## config.mk

```make
export PLATFORM = sky130hd
export DESIGN_NAME = bit_sampler_deser_flat
export DESIGN_NICKNAME = d
export VERILOG_FILES = /design/src/rtl/bit_sampler_deser_if.sv /design/src/rtl/bit_sampler_deser.sv /design/src/flat_wrapper.sv
export SDC_FILE = /design/constraint.sdc
export NUM_CORES = 1
export LEC_CHECK = 0
export CAP_MARGIN = 15
export CORE_ASPECT_RATIO = 1.25
export CORE_MARGIN = 4
export CORE_UTILIZATION = 55
export DETAILED_ROUTE_END_ITERATION = 7
export PLACE_DENSITY = 0.8
export RECOVER_POWER = 100
export REMOVE_ABC_BUFFERS = 1
export SYNTH_ARGS = -nofsm -noshare
export SYNTH_HDL_FRONTEND = slang
export SYNTH_SLANG_ARGS = --single-unit
```

## constraint.sdc

```tcl
create_clock -name clk -period 2.4 [get_ports clk]
set_clock_uncertainty 0.1 [all_clocks]
set_input_delay 0.72 -clock clk [delete_from_list [all_inputs] [get_ports clk]]
set_output_delay 0.72 -clock clk [all_outputs]
set_load 0.01 [all_outputs]
```

## src/rtl/bit_sampler_deser_if.sv

```systemverilog
// -----------------------------------------------------------------------------
// bit_sampler_deser_if
//
// Output word handshake of the bit sampler / deserialiser.
//
// Signals:
//   word_data   deframed word, first received bit in the MSB
//   word_valid  word_data holds a word that has not been transferred yet
//   word_ready  consumer accepts the word when high together with word_valid
//
// Modports:
//   master  the deserialiser (drives word_data / word_valid)
//   slave   the consumer     (drives word_ready)
// -----------------------------------------------------------------------------
interface bit_sampler_deser_if #(
    parameter int WORD_LEN = 8
);
    logic [WORD_LEN-1:0] word_data;
    logic                word_valid;
    logic                word_ready;

    modport master (
        output word_data,
        output word_valid,
        input  word_ready
    );

    modport slave (
        input  word_data,
        input  word_valid,
        output word_ready
    );
endinterface

```

## src/rtl/bit_sampler_deser.sv

```systemverilog
// -----------------------------------------------------------------------------
// bit_sampler_deser
//
// Data-recovery stage behind the clock-recovery block, in the same base-clock
// domain. The raw serial input is synchronised and every transition re-phases
// a sampling counter, so each bit is sampled near mid-bit using the recovered
// bit period. The sampled stream is searched for SYNC_WORD; once found, the
// following bits are deframed MSB-first into WORD_LEN-bit words and handed out
// through a valid/ready register.
//
// Ports:
//   clk           base clock
//   rst_n         asynchronous active-low reset, clears every register
//   signal_in     raw asynchronous serial input
//   bit_period    base-clock cycles per bit from the clock-recovery stage
//   period_valid  bit_period is usable (tie high if there is no qualifier)
//   bit_data      last sampled bit
//   bit_strobe    one-cycle pulse, bit_data is new this cycle
//   locked        high while the framer is in LOCKED
//   overrun       one-cycle pulse, a completed word was dropped
//   run_err       one-cycle pulse, lock lost after MAX_RUN samples without edge
//   word_if       word_data / word_valid / word_ready handshake (master side)
// -----------------------------------------------------------------------------
module bit_sampler_deser #(
    parameter int                  PERIOD_W   = 32,
    parameter int                  WORD_LEN   = 8,
    parameter logic [WORD_LEN-1:0] SYNC_WORD  = 8'hD5,
    parameter int                  MIN_PERIOD = 4,
    parameter int                  MAX_RUN    = 16
) (
    input  logic                clk,
    input  logic                rst_n,
    input  logic                signal_in,
    input  logic [PERIOD_W-1:0] bit_period,
    input  logic                period_valid,
    output logic                bit_data,
    output logic                bit_strobe,
    output logic                locked,
    output logic                overrun,
    output logic                run_err,
    bit_sampler_deser_if.master word_if
);

    localparam int RUN_W = $clog2(MAX_RUN + 1);
    localparam int CNT_W = $clog2(WORD_LEN);

    localparam logic [PERIOD_W-1:0] MIN_P    = PERIOD_W'(MIN_PERIOD);
    localparam logic [PERIOD_W-1:0] ONE_P    = PERIOD_W'(1);
    localparam logic [RUN_W-1:0]    RUN_MAX  = RUN_W'(MAX_RUN);
    localparam logic [RUN_W-1:0]    RUN_ONE  = RUN_W'(1);
    localparam logic [CNT_W-1:0]    CNT_LAST = CNT_W'(WORD_LEN - 1);
    localparam logic [CNT_W-1:0]    CNT_ONE  = CNT_W'(1);

    typedef enum logic {
        HUNT   = 1'b0,
        LOCKED = 1'b1
    } state_t;

    // Synchroniser and edge detector
    logic                s1;
    logic                s2;
    logic                s3;
    logic                sig_edge;

    // Sampling
    logic                active;
    logic                sample;
    logic [PERIOD_W-1:0] ph;
    logic [RUN_W-1:0]    run_cnt;
    logic                run_hit;

    // Deframing
    logic [WORD_LEN-1:0] sr;
    logic [WORD_LEN-1:0] sr_next;
    logic [CNT_W-1:0]    bit_cnt;
    state_t              state;
    logic                word_done;

    // Both edge polarities re-phase the sampler.
    assign sig_edge = s2 ^ s3;

    // Periods below MIN_PERIOD leave no room for a mid-bit sample after the
    // synchroniser delay, so they are treated like an invalid estimate.
    assign active = period_valid && (bit_period >= MIN_P);

    // An edge in the compare cycle means the phase is about to be reset;
    // that cycle is not a trustworthy mid-bit point, so the edge wins.
    assign sample = active && !sig_edge && (ph == (bit_period >> 1));

    assign sr_next = {sr[WORD_LEN-2:0], s2};

    // The sample that brings the run counter to MAX_RUN.
    assign run_hit = sample && (run_cnt == (RUN_MAX - RUN_ONE));

    // -------------------------------------------------------------------------
    // Input synchroniser: s1/s2 resolve metastability, s3 is the previous s2.
    // -------------------------------------------------------------------------
    always_ff @(posedge clk or negedge rst_n) begin
        if (!rst_n) begin
            s1 <= 1'b0;
            s2 <= 1'b0;
            s3 <= 1'b0;
        end else begin
            // NOTE: non-blocking assignments make s1/s2/s3 a true shift chain;
            // blocking ones would collapse it into a single flop.
            s1 <= signal_in;
            s2 <= s1;
            s3 <= s2;
        end
    end

    // -------------------------------------------------------------------------
    // Phase counter. The >= wrap keeps the counter bounded when bit_period
    // shrinks below the current phase.
    // -------------------------------------------------------------------------
    always_ff @(posedge clk or negedge rst_n) begin
        if (!rst_n) begin
            ph <= '0;
        end else if (!active || sig_edge) begin
            ph <= '0;
        end else if (ph >= (bit_period - ONE_P)) begin
            ph <= '0;
        end else begin
            ph <= ph + ONE_P;
        end
    end

    // -------------------------------------------------------------------------
    // Run counter: samples since the last edge, saturating at MAX_RUN.
    // -------------------------------------------------------------------------
    always_ff @(posedge clk or negedge rst_n) begin
        if (!rst_n) begin
            run_cnt <= '0;
        end else if (!active || sig_edge) begin
            run_cnt <= '0;
        end else if (sample && (run_cnt != RUN_MAX)) begin
            run_cnt <= run_cnt + RUN_ONE;
        end
    end

    // -------------------------------------------------------------------------
    // Bit output and shift register
    // -------------------------------------------------------------------------
    always_ff @(posedge clk or negedge rst_n) begin
        if (!rst_n) begin
            bit_strobe <= 1'b0;
            bit_data   <= 1'b0;
        end else begin
            bit_strobe <= sample;
            if (sample) begin
                bit_data <= s2;
            end
        end
    end

    always_ff @(posedge clk or negedge rst_n) begin
        if (!rst_n) begin
            sr <= '0;
        end else if (!active) begin
            sr <= '0;
        end else if (sample) begin
            sr <= sr_next;
        end
    end

    // -------------------------------------------------------------------------
    // Framing FSM. word_done is raised one cycle after the completing sample,
    // when sr already holds the full word.
    // -------------------------------------------------------------------------
    always_ff @(posedge clk or negedge rst_n) begin
        if (!rst_n) begin
            state     <= HUNT;
            locked    <= 1'b0;
            bit_cnt   <= '0;
            word_done <= 1'b0;
            run_err   <= 1'b0;
        end else begin
            word_done <= 1'b0;
            run_err   <= 1'b0;

            if (!active) begin
                state   <= HUNT;
                locked  <= 1'b0;
                bit_cnt <= '0;
            end else if (sample) begin
                case (state)
                    HUNT: begin
                        // The sync word only frames the data; it is not emitted.
                        if (sr_next == SYNC_WORD) begin
                            state   <= LOCKED;
                            locked  <= 1'b1;
                            bit_cnt <= '0;
                        end
                    end

                    LOCKED: begin
                        // Loss of lock takes priority over completing a word:
                        // a word ending in MAX_RUN unchanged samples is suspect.
                        if (run_hit) begin
                            state   <= HUNT;
                            locked  <= 1'b0;
                            bit_cnt <= '0;
                            run_err <= 1'b1;
                        end else if (bit_cnt == CNT_LAST) begin
                            bit_cnt   <= '0;
                            word_done <= 1'b1;
                        end else begin
                            bit_cnt <= bit_cnt + CNT_ONE;
                        end
                    end

                    default: begin
                        state  <= HUNT;
                        locked <= 1'b0;
                    end
                endcase
            end
        end
    end

    // -------------------------------------------------------------------------
    // Output register. A completed word is accepted when the register is
    // empty or being emptied this cycle; otherwise it is dropped so that
    // word_data never changes under an untransferred word.
    // -------------------------------------------------------------------------
    always_ff @(posedge clk or negedge rst_n) begin
        if (!rst_n) begin
            word_if.word_data  <= '0;
            word_if.word_valid <= 1'b0;
            overrun            <= 1'b0;
        end else begin
            overrun <= 1'b0;

            if (word_done) begin
                if (!word_if.word_valid || word_if.word_ready) begin
                    word_if.word_data  <= sr;
                    word_if.word_valid <= 1'b1;
                end else begin
                    overrun <= 1'b1;
                end
            end else if (word_if.word_valid && word_if.word_ready) begin
                word_if.word_valid <= 1'b0;
            end
        end
    end

endmodule

```

## src/flat_wrapper.sv

```systemverilog
// flat-port wrapper written by rule: the top's interface ports become plain ports
module bit_sampler_deser_flat 
#(
    parameter int                  PERIOD_W   = 32,
    parameter int                  WORD_LEN   = 8,
    parameter logic [WORD_LEN-1:0] SYNC_WORD  = 8'hD5,
    parameter int                  MIN_PERIOD = 4,
    parameter int                  MAX_RUN    = 16
)
  (clk, rst_n, signal_in, bit_period, period_valid, bit_data, bit_strobe, locked, overrun, run_err, word_if_word_data, word_if_word_valid, word_if_word_ready);
  bit_sampler_deser_if #(.WORD_LEN(WORD_LEN)) word_if_i ();
  input  logic clk;
  input  logic rst_n;
  input  logic signal_in;
  input  logic [PERIOD_W-1:0] bit_period;
  input  logic period_valid;
  output logic bit_data;
  output logic bit_strobe;
  output logic locked;
  output logic overrun;
  output logic run_err;
  output wire logic [$bits(word_if_i.word_data)-1:0] word_if_word_data;
  output wire logic [$bits(word_if_i.word_valid)-1:0] word_if_word_valid;
  input wire logic [$bits(word_if_i.word_ready)-1:0] word_if_word_ready;
  assign word_if_word_data = word_if_i.word_data;
  assign word_if_word_valid = word_if_i.word_valid;
  assign word_if_i.word_ready = word_if_word_ready;
  bit_sampler_deser #(.PERIOD_W(PERIOD_W), .WORD_LEN(WORD_LEN), .SYNC_WORD(SYNC_WORD), .MIN_PERIOD(MIN_PERIOD), .MAX_RUN(MAX_RUN)) u_core (.clk(clk), .rst_n(rst_n), .signal_in(signal_in), .bit_period(bit_period), .period_valid(period_valid), .bit_data(bit_data), .bit_strobe(bit_strobe), .locked(locked), .overrun(overrun), .run_err(run_err), .word_if(word_if_i));
endmodule
```

# [Yosys cells after proc, flatten, opt, wreduce, memory -nomap -nowiden]
# Cells that the tools add are included.
[classes] add_sub_neg=4 order_cmp=2 n_eq_ne=9 muxes=36 bitwise=2 reduce_logical=17
[ops] operator="2-to-1 mux 32 bit" count=2
[ops] operator="adder 32 x 1 -> 32 bit, second input constant" count=1
[ops] operator="equality test 32 x 31 -> 1 bit" count=1
[ops] operator="greater-or-equal comparator 32 x 3 -> 1 bit, second input constant" count=1
[ops] operator="greater-or-equal comparator 32 bit" count=1
[ops] operator="subtractor 32 x 1 -> 32 bit, second input constant" count=1
[ops] operator="2-to-1 mux 1 bit" count=22
[ops] operator="2-to-1 mux 8 bit" count=2
[ops] operator="2-to-1 mux 3 bit" count=5
[ops] operator="2-to-1 mux 5 bit" count=2
[ops] operator="equality test 8 bit, second input constant" count=1
[ops] operator="logical AND 1 bit" count=6
[ops] operator="!= test 3 bit, second input constant" count=2
[ops] operator="case mux 3 bit (2 select lines)" count=1
[ops] operator="AND reduction 2 bit" count=3
[ops] operator="adder 5 x 1 -> 5 bit, second input constant" count=1
[ops] operator="equality test 5 x 4 -> 1 bit, second input constant" count=1
[ops] operator="!= test 5 bit, second input constant" count=1
[ops] operator="!= test 2 bit, second input constant" count=2
[ops] operator="case mux 1 bit (2 select lines)" count=2
[ops] operator="nonzero test 2 bit" count=2
[ops] operator="adder 3 x 1 -> 3 bit, second input constant" count=1
[ops] operator="equality test 3 bit, second input constant" count=1
[ops] operator="logical NOT 1 bit" count=3
[ops] operator="other kinds (4)" count=5
[totals] regBits=67 input_bits=37

# [Logic depth before layout (Yosys ltp)]
# Gate-level depths: netlist (run 1).
[depth] ltp_word=9 mapped_depth=15 depth_no_buf=14

# [Worst setup path after synthesis (run 1)]
# No wires, ideal clock.
[synth_path] kind="input to register" from="input bit_period[15]" to="register u_core.ph[23]" arrival_ps=3961 required_ps=2179 slack_ps=-1782 cell_stages=14 path_buffers=1 cell_sequence="or4_1 -> or3_4 -> or3_4 -> or4_4 -> nor4_4 -> xnor2_1 -> ha_1 -> nand4_1 -> nor4_1 -> o21a_1 -> o41ai_1 -> nand4_1 -> buf_2 -> nor2_1"
[synth_via] elab_chain_len=5
[synth_rtl] element="start, declared" line_no="flat_wrapper.sv:15" text="input logic [PERIOD_W-1:0] bit_period;"
[synth_rtl] element="parallel branches: the longest is 4 deep, another holds subtractor 32 x 1 -> 32 bit"
[synth_rtl] element="2-to-1 mux 32 bit *" line_no="bit_sampler_deser.sv:119" text="end else if (!active || sig_edge) begin"
[synth_rtl] element="end signal, assigned" line_no="bit_sampler_deser.sv:124" text="ph <= ph + ONE_P;"
[synth_rtl] element="end, declared" line_no="bit_sampler_deser.sv:68" text="logic [PERIOD_W-1:0] ph;"
# Mark *: on every way between the ends.
# A chain may end at the register's enable or synchronous reset.

# [Worst setup path in the final report (run 1)]
[layout_path] from="input bit_period[13]" to="register u_core.ph[21]"
# The elaborated chain is that of the path after synthesis.

==> results.json, run 1 <==
{
  "core.rowCount": 37,
  "clock.fmax_mhz": 233,
  "synth.most_common_cell": "dfrtp_1",
  "power_density_nw_per_um2": 394,
  "yosysWarningCount": 0,
  "vias": 4678,
  "whs_ps": 273,
  "crit_start": "bit_period[13]",
  "finalPower_uw": 2600,
  "syn-cell-area_um2": 4660,
  "nFillCells": 451,
  "postRouteAntennaNets": 0,
  "grt-ovfl-total": 0,
  "io_buffers": 50,
  "ys_ff_latch": 67,
  "ys_seq_area_frac": 0.360,
  "cts_buffer_depth": 2,
  "grt_max_degree": 68,
  "synth-edff-count": 0,
  "r2r_start": "u_core.ph[0]$_DFF_PN0_",
  "synth_ff_type": "dfrtp_1",
  "maxCapViolCount": 1,
  "critPathKind": "input port to flip-flop",
  "yosys.area.top_type": "dfrtp_1",
  "regArea_um2": 1680,
  "hpwl_mm": 9.28,
  "cts_buffers": 9,
  "synth_area_leaders": "dfrtp_1 (36%), xor2_1 (11%), ha_1 (11%)",
  "place.gp.congestion": 0.950,
  "failed_checks": "capacitance limit, slew limit, setup timing",
  "coreArea_um2": 8240,
  "first_pass_iters": 5,
  "multi_input_area_um2": 3190,
  "slew_headroom": -0.109,
  "critPathMaxFanout": 6,
  "area_delta_synth_final_pct": 41.7,
  "routedWlPerCell_um": 20.0,
  "ir_worst_vdd_uv": 321,
  "diodes": 0,
  "cts_root_buffer": "clkbuf_8",
  "hold_path_class": "flip-flop to flip-flop",
  "holdBufCountCts": 0,
  "path_clk_slew_ps": 90,
  "dr.first_iter.drc_count": 378,
  "grt_pass1_wl_mm": 24.1,
  "syn_area_per_cell_um2": 9.20,
  "die_width_um": 90.3,
  "critPathArrivalTime_ps": 4440,
  "die_h_um": 111,
  "worstMarginPinSlew_ps": 1660,
  "grt_pass1_vias": 4942,
  "synthCells": 506,
  "nNetsFinal": 726,
  "cts_tree": "done",
  "status": "finished, violations left",
  "static-leakage-power_uw": 0.00300,
  "required_ps": 2550,
  "fin_crit_sh": 1.79,
  "clock_sinks": 67,
  "rsz0062_at_grt": "yes",
  "tns_ps": -64180,
  "io_pins": 51,
  "start_kind": "input port",
  "routed_wirelength_mm": 15.0,
  "min_from": "u_core.s1$_DFF_PN0_",
  "setup_viol": 54,
  "start_util": 0.565,
  "dieArea_um2": 10000,
  "drive_above_1_share": 0.272,
  "htree_levels": 3,
  "synth_top_area_share": 0.360,
  "worst_slack_ps": -1890,
  "drt-vias-per-instance": 6.23,
  "finalHoldViolCount": 0,
  "async_flop_share": 1.00,
  "fin_util": 0.800,
  "end_kind": "flip-flop",
  "grt_usage": 0.298,
  "worstSkewPairLatency_ps": 360,
  "drc": 0,
  "synth_cell_type_count": 50,
  "dp_slack_ps": -2500,
  "antenna_found_initial": 0,
  "report.final.slew_viol_count": 68,
  "period_needed_ps": 4290,
  "synth_commonest_cells": "dfrtp_1 (67), nor2_1 (63), xor2_1 (59), nand2_1 (49), ha_1 (40)"
}
cells by family after synthesis:
logic type / after synthesis / synth area share
DFF: 67 / 0.360
AOI/OAI and AO/OA: 50 / 0.0704
and+or+nand+nor: 215 / 0.238
muxes: 10 / 0.0220
xor gates and xnor gates: 93 / 0.175
adders and majority gates: 40 / 0.107
buffers and inverters: 31 / 0.0269
cells in the final DEF, fill, tap and decap left out, types with 9 or more instances in the layout:
master and n:
nor2_4 22, and3_1 11, clkbuf_8 9, xor2_1 59, buf_6 14, nand2_1 47, dlygate4sd2_1 20, ha_1 40
nand4_1 18, buf_4 71, xnor2_1 34, dlygate4sd3_1 16, nor2_1 33, nor4_1 11, nand3_1 13, a21oi_1 10
inv_1 18, o21ai_0 12, dfrtp_1 67
through the flow:
stage / cells / cell area [um2]
after floorplan: 494 / 4600
after global placement: 721 / 5860
after detailed placement: 721 / 5860
after CTS: 752 / 6520
after global routing: 751 / 6600
final: 751 / 6600
final cells by class:
cell class,instances,share of cell area
Tap cell,97,0.0184
Sequential cell,67,0.254
Timing Repair Buffer,144,0.201
Inverter,19,0.0112
Clock inverter,7,0.0127
Clock buffer,9,0.0188
Multi-Input combinational cell,408,0.484
per-layer routing:
metal	vias up	global-route usage	routed length, um
met2	282	0.513	7380
met1	2236	0.336	5550
li1	2056	-	-
met5	-	0	0
met3	104	0.0570	1050
met4	0	0.188	1040
final timing paths:
path                                            to  slack [ps]  cells past startpoint
hold reg to reg                u_core.s2$_DFF_PN0_         270                      0
hold / removal                 u_core.s2$_DFF_PN0_         270                      0
min in group asynchronous   u_core.ph[3]$_DFF_PN0_         770                      2
setup reg to reg            u_core.ph[4]$_DFF_PN0_        -430                     12
setup / recovery           u_core.ph[21]$_DFF_PN0_       -1890                     18
max in group asynchronous  u_core.ph[29]$_DFF_PN0_         440                      2
registers in the layout (all words and copies together), names as in the netlist:
| signal | count |
|---|---|
| u_core.word_done | 1 |
| u_core.bit_strobe | 1 |
| u_core.run_err | 1 |
| u_core.locked | 1 |
| u_core.word_if.word_valid | 1 |
| u_core.overrun | 1 |
| u_core.s3 | 1 |
| u_core.s2 | 1 |
| u_core.run_cnt | 5 |
| u_core.state | 1 |
| u_core.bit_data | 1 |
| u_core.bit_cnt | 3 |
| u_core.sr | 8 |
| u_core.ph | 32 |
| u_core.s1 | 1 |
| u_core.word_if.word_data | 8 |
what timing repair did:
action / in CTS / in global routing
endpoints found under the setup margin: 54 / 54
cloned: 4 / 0
pin swaps: 45 / 18
gates resized for setup: 111 / 41
buffers inserted: 12 / 3
worst max-delay path, cell delays in order:
cell and delay [ps]:
buf_6 90, or4_4 510, or3_4 390, or3_4 350, or4_4 460, buf_6 150
nor3b_4 160, xnor2_1 90, ha_1 300, nand4_1 140, buf_4 170, nor3_2 210
a21oi_1 110, nand4_1 140, buf_6 140, buf_12 130, buf_12 140, nor2_4 40
where the power goes:
part | switching, uW | leakage [uW] | internal [uW]
Clock | 524 | 0.000103 | 500
Combinational | 233 | 0.00197 | 209
Sequential | 3.45 | 0.000923 | 1130
Total | 760 | 0.00300 | 1840
No activity file was read; power rests on OpenSTA's default activity.
==> run 2, diff against run 1 <==
--- a/config.mk
+++ b/config.mk
@@ -6,7 +6,6 @@
 export NUM_CORES = 1
 export LEC_CHECK = 0
 export CAP_MARGIN = 15
-export CORE_ASPECT_RATIO = 1.25
 export CORE_MARGIN = 4
 export CORE_UTILIZATION = 55
 export DETAILED_ROUTE_END_ITERATION = 7
==> run 2 against run 1 <==
  * The flow finishes with violations (setup timing)
  * Final area increased by 1.1%
  * Clock power decreased by 15%
  * Sequential share of layout area shrank 0.28 points
  * Routed wire length decreased by 0.34%
  * Sequential power about the same
  * Die area hardly changed
  * Global-route usage up 0.65 points
  * Non-clock buffer count is 19 higher
  * Register-to-register slack worse by 30 ps
  * Critical path depth is 1 lower
  * Total power down 6.3%
  * Critical path type unchanged
  * Highest routed layer unchanged
==> results.json, run 2 (same netlist as run 1, synthesis figures left out) <==
{
  "drive_above_1_share": 0.283,
  "maxCapViolCount": 0,
  "slowest_stage": "or4_4",
  "cts_root_buffer": "clkbuf_8",
  "setup_viol": 54,
  "static-leakage-power_uw": 0.00308,
  "report.final.slew_viol_count": 0,
  "failed_checks": "setup timing",
  "drc": 0,
  "diodes": 0,
  "htree_levels": 3,
  "die_width_um": 100,
  "largest_register": "u_core.ph",
  "required_ps": 2540,
  "fin_util": 0.812,
  "grt_usage": 0.304,
  "io_buffers": 50,
  "start_util": 0.567,
  "hold_path_class": "flip-flop to flip-flop",
  "critPathKind": "input port to flip-flop",
  "dieArea_um2": 10000,
  "final_common_cell": "buf_4",
  "fin_cells": 777,
  "fin_crit_sh": 1.81,
  "critPathMaxFanout": 8,
  "nNetsFinal": 745,
  "grt_pass1_vias": 4779,
  "core.rowCount": 33,
  "coreArea_um2": 8220,
  "rsz0062_at_grt": "yes",
  "area_delta_synth_final_pct": 43.2,
  "crit_start": "bit_period[13]",
  "period_needed_ps": 4350,
  "largest_reg_flops": 32,
  "grt_pass1_wl_mm": 23.6,
  "io_pins": 51,
  "clock.fmax_mhz": 230,
  "top_regs": "u_core.ph x32, u_core.sr x8, u_core.word_if.word_data x8",
  "slew_headroom": 0.240,
  "path_clk_slew_ps": 80,
  "grt-ovfl-total": 0,
  "start_kind": "input port",
  "finalPower_uw": 2440,
  "holdBufCountCts": 0,
  "max_stage_delay_ps": 580,
  "layout_common_cells": "buf_4 (83), dfrtp_1 (67), xor2_1 (58)",
  "vias": 4584,
  "dr.first_iter.drc_count": 372,
  "worstSkewPairLatency_ps": 350,
  "end_kind": "flip-flop",
  "cts_buffers": 9,
  "grt_max_degree": 28,
  "routedWlPerCell_um": 19.3,
  "ir_worst_vdd_uv": 354,
  "postRouteAntennaNets": 0,
  "first_pass_iters": 4,
  "drt-vias-per-instance": 5.90,
  "status": "finished, violations left",
  "worstMarginPinSlew_ps": 1140,
  "clock_sinks": 67,
  "crit_chain": "buf_6 > or4_1 > or3_4 > or3_4 > or4_4 > nor3b_2 > xnor2_1 > ha_1 > nand4_1 > nor4_2 > o21a_1 > o41ai_2 > nand4_1 > buf_4 > buf_6 > buf_16 > nor2_1",
  "dp_cells": 739,
  "r2r_start": "u_core.ph[0]$_DFF_PN0_",
  "place.gp.congestion": 0.910,
  "critPathArrivalTime_ps": 4480,
  "routed_wirelength_mm": 15.0,
  "antenna_found_initial": 0,
  "finalHoldViolCount": 0,
  "min_from": "u_core.s1$_DFF_PN0_",
  "worst_slack_ps": -1950,
  "cts_tree": "done",
  "hpwl_mm": 9.67,
  "power_density_nw_per_um2": 366,
  "cts_buffer_depth": 2,
  "die_h_um": 100
}
[run 2: cell count changes in the layout (fill, tap and decap cells not counted), sizes merged]
| cell | delta |
|---|---|
| bufinv | -1 |
| dlygate4sd2 | -1 |
| buf | +17 |
| clkbuf | +7 |
| dlymetal6s2s | -2 |
| clkinvlp | -1 |
| clkdlybuf4s50 | +2 |
| clkinv | +1 |
| inv | -4 |
[run 2: timing repair]
item	in CTS	in global routing
endpoints found under the setup margin	54	54
pin swaps	52	9
resized for setup	123	17
setup buffers	17	3
cloned	3	0
[run 2: cell type report]
type / instances / area (um2)
repair buffers: 163 / 1470
fillers: 505 / 1550
well taps: 105 / 131
clock inverters: 2 / 10.0
clock buffers: 13 / 169
flip-flops and latches: 67 / 1680
multi-input cells: 408 / 3140
inverters: 19 / 76.3
[run 2: worst max-delay path: cells and delay by family]
kind | cells | cell delay [ps]
AND/OR/NAND/NOR | 9 | 2590
buffers and inverters | 4 | 480
adder cells (fa/ha/maj) | 1 | 300
AO/OA/AOI/OAI | 2 | 280
XOR/XNOR | 1 | 110
[run 2: stage by stage]
step                hold WS (ps)  setup TNS, ps  cell area (um2)  worst slack (ps)
CTS                          247         -64580             6610             -1880
detailed placement           265         -99210             5930             -2440
finish                       280         -67720             6670             -1950
floorplan                    231         -79590             4600             -2240
global placement             233         -94130             5930             -2290
global route                 284         -71590             6670             -2050
[run 2: where the power goes]
| part | internal [uW] | switching, uW |
|---|---|---|
| Clock | 451 | 419 |
| Combinational | 212 | 218 |
| Sequential | 1130 | 4.21 |
| Total | 1800 | 641 |
[run 2: final timing paths]
| path | slack [ps] | end | cells after the start |
|---|---|---|---|
| max in group asynchronous | 450 | u_core.ph[9]$_DFF_PN0_ | 2 |
| worst min register to register | 280 | u_core.s2$_DFF_PN0_ | 0 |
| worst min-delay path | 280 | u_core.s2$_DFF_PN0_ | 0 |
| worst max-delay path | -1950 | u_core.ph[18]$_DFF_PN0_ | 17 |
| worst max register to register | -460 | u_core.ph[18]$_DFF_PN0_ | 12 |
| min in group asynchronous | 480 | u_core.word_if.word_data[0]$_DFFE_PN0P_ | 1 |
[run 2: metal layers]
metal / vias to the layer above / routed length [um] / track usage
li1: 2100 / - / -
met1: 2249 / 5770 / 0.359
met2: 191 / 7910 / 0.553
met3: 44 / 831 / 0.0563
met4: 0 / 460 / 0.107
met5: - / 0 / 0
==> run 3, diff against run 2 <==
==> constraint.sdc (replaced) <==
create_clock -name clk -period 2.4 [get_ports clk]
set_clock_uncertainty 0.1 [all_clocks]
set_input_delay 0.48 -clock clk [delete_from_list [all_inputs] [get_ports clk]]
set_output_delay 0.48 -clock clk [all_outputs]
set_load 0.01 [all_outputs]
==> run 3 against run 2 <==
  * The flow still finishes with violations (setup timing)
  * Sequential power barely moved
  * Global-route usage fell by 3.0 points
  * Critical path depth rose by 1
  * Sequential share of layout area barely moved
  * Routed wire length fell by 9.0%
  * Non-clock buffer count fell by 13
  * Critical endpoint is now u_core.ph[15]$_DFF_PN0_
  * Cell count fell by 1.5%
==> results.json, run 3 (same netlist as run 1, synthesis figures left out) <==
{
  "status": "finished, violations left",
  "failed_checks": "setup timing",
  "pwr-share-comb": 0.166,
  "maxCapViolCount": 0,
  "slew_headroom": 0.292,
  "grt_pass1_vias": 4578,
  "drt-vias-per-instance": 5.74,
  "top_regs": "u_core.ph x32, u_core.sr x8, u_core.word_if.word_data x8",
  "static-leakage-power_uw": 0.00298,
  "ir_worst_vdd_uv": 422,
  "diodes": 0,
  "slowest_stage": "or4_4",
  "dieArea_um2": 10000,
  "nNetsFinal": 732,
  "critPathArrivalTime_ps": 4210,
  "worst-path-stages": 18,
  "finalHoldViolCount": 0,
  "hpwl_mm": 9.73,
  "critPathKind": "input port to flip-flop",
  "vias": 4393,
  "grt_max_degree": 31,
  "worst_slack_ps": -1660,
  "coreArea_um2": 8220,
  "setup_viol": 44,
  "end_kind": "flip-flop",
  "drive_above_1_share": 0.283,
  "routedWlPerCell_um": 17.8,
  "max_stage_delay_ps": 510,
  "grt_usage": 0.274,
  "grt_pass1_wl_mm": 21.6,
  "fin_crit_sh": 1.69,
  "die_h_um": 100,
  "worstSkewPairLatency_ps": 350,
  "rr_worst_depth": 12,
  "multi_input_area_um2": 3210,
  "drc": 0,
  "cts_buffer_depth": 2,
  "final_common_cell": "buf_4",
  "dr.first_iter.drc_count": 240,
  "nFillCells": 480,
  "r2r_start": "u_core.ph[0]$_DFF_PN0_",
  "report.final.slew_viol_count": 0,
  "place.gp.congestion": 0.920,
  "area_delta_synth_final_pct": 43.1,
  "first_pass_iters": 5,
  "postRouteAntennaNets": 0,
  "power_density_nw_per_um2": 378,
  "cts_buffers": 9,
  "largest_register": "u_core.ph",
  "routed_wirelength_mm": 13.6,
  "largest_reg_flops": 32,
  "grt-ovfl-total": 0,
  "required_ps": 2540,
  "netSwitchingFraction": 0.268,
  "min_from": "u_core.s1$_DFF_PN0_",
  "period_needed_ps": 4060,
  "p_int_uw": 1840,
  "core.rowCount": 33,
  "start_kind": "input port",
  "io_pins": 51,
  "fin_util": 0.811,
  "die_width_um": 100,
  "p_sw_uw": 675,
  "hold_path_class": "flip-flop to flip-flop",
  "path_clk_slew_ps": 70,
  "clock.fmax_mhz": 246,
  "htree_levels": 3,
  "start_util": 0.567,
  "cts_tree": "done",
  "cpLargestDelayFamily": "simple AND/OR/NAND/NOR gates",
  "layout_common_cells": "buf_4 (75), dfrtp_1 (67), xor2_1 (57)",
  "io_buffers": 50,
  "critPathMaxFanout": 8,
  "crit_chain": "buf_6 > or4_4 > or3_4 > or3_4 > or4_4 > buf_4 > nor4_4 > xnor2_1 > ha_1 > nand4_1 > nor4_2 > o21a_1 > o41ai_2 > nand4_1 > buf_6 > buf_12 > buf_16 > nor2_2",
  "regArea_um2": 1680,
  "worstMarginPinSlew_ps": 1060,
  "p_seq_frac": 0.451,
  "pwr-share-clk": 0.382,
  "antenna_found_initial": 0,
  "cts_root_buffer": "clkbuf_8",
  "crit_start": "bit_period[16]",
  "dp_slack_ps": -2150,
  "clock_sinks": 67,
  "crit_buf_inv": 5,
  "hold_path_depth": 0,
  "rsz0062_at_grt": "yes",
  "finalPower_uw": 2520
}
run 3: worst reg2reg max path, stage by stage, from the launching register on:
cell and delay (ps):
dfrtp_1 370, inv_1 60, ha_1 280, nand2b_1 170
a2111oi_0 410, nor4_1 100, buf_4 160, o41ai_2 320
nand4_1 150, buf_6 170, buf_12 130, buf_16 150
nor2_1 110
run 3: final timing paths:
check / end / slack, ps
max in group asynchronous: u_core.ph[3]$_DFF_PN0_ / 370
worst max-delay path: u_core.ph[15]$_DFF_PN0_ / -1660
min in group asynchronous: u_core.ph[27]$_DFF_PN0_ / 730
worst max register to register: u_core.ph[30]$_DFF_PN0_ / -310
worst min-delay path: u_core.s2$_DFF_PN0_ / 280
worst min register to register: u_core.s2$_DFF_PN0_ / 280
run 3: repair_timing:
| item | 4_1_cts | 5_1_grt |
|---|---|---|
| setup endpoints to repair | 54 | 53 |
| pin swaps | 44 | 33 |
| buffers inserted | 6 | 4 |
| hold buffers | 1 | 0 |
| hold endpoints to repair | 19 | 0 |
| resized for setup | 88 | 55 |
| cloned | 3 | 0 |
run 3: routing by layer:
metal / GRT usage / up-vias / wire (um)
met5: 0 / - / 0
li1: - / 2075 / -
met2: 0.487 / 155 / 7130
met1: 0.327 / 2126 / 5480
met4: 0.110 / 0 / 395
met3: 0.0500 / 37 / 624
run 3: layout make-up:
cell class / count / share of cell area
flip-flops and latches: 67 / 0.252
multi-input cells: 408 / 0.482
clock buffers: 10 / 0.0207
inverters: 19 / 0.0115
repair buffers: 150 / 0.204
well taps: 105 / 0.0197
clock inverters: 6 / 0.00977
run 3: power groups by stage:
stage | logic (uW) | registers, uW | clock network (uW)
4_1_cts | 394 | 1140 | 961
6_report | 418 | 1140 | 963
3_5_place_dp | 340 | 1160 | 0
3_3_place_gp | 327 | 1160 | 0
2_1_floorplan | 111 | 1160 | 0
5_1_grt | 452 | 1140 | 1020
run 3: metrics by stage:
stage | setup TNS (ps) | instances | hold slack, ps | area, um2
final | -52640 | 765 | 279 | 6660
after global routing | -58370 | 765 | 288 | 6660
after CTS | -54060 | 762 | 276 | 6450
after detailed placement | -84470 | 736 | 261 | 5920
after global placement | -80810 | 736 | 234 | 5920
after floorplan | -67390 | 494 | 84.4 | 4600
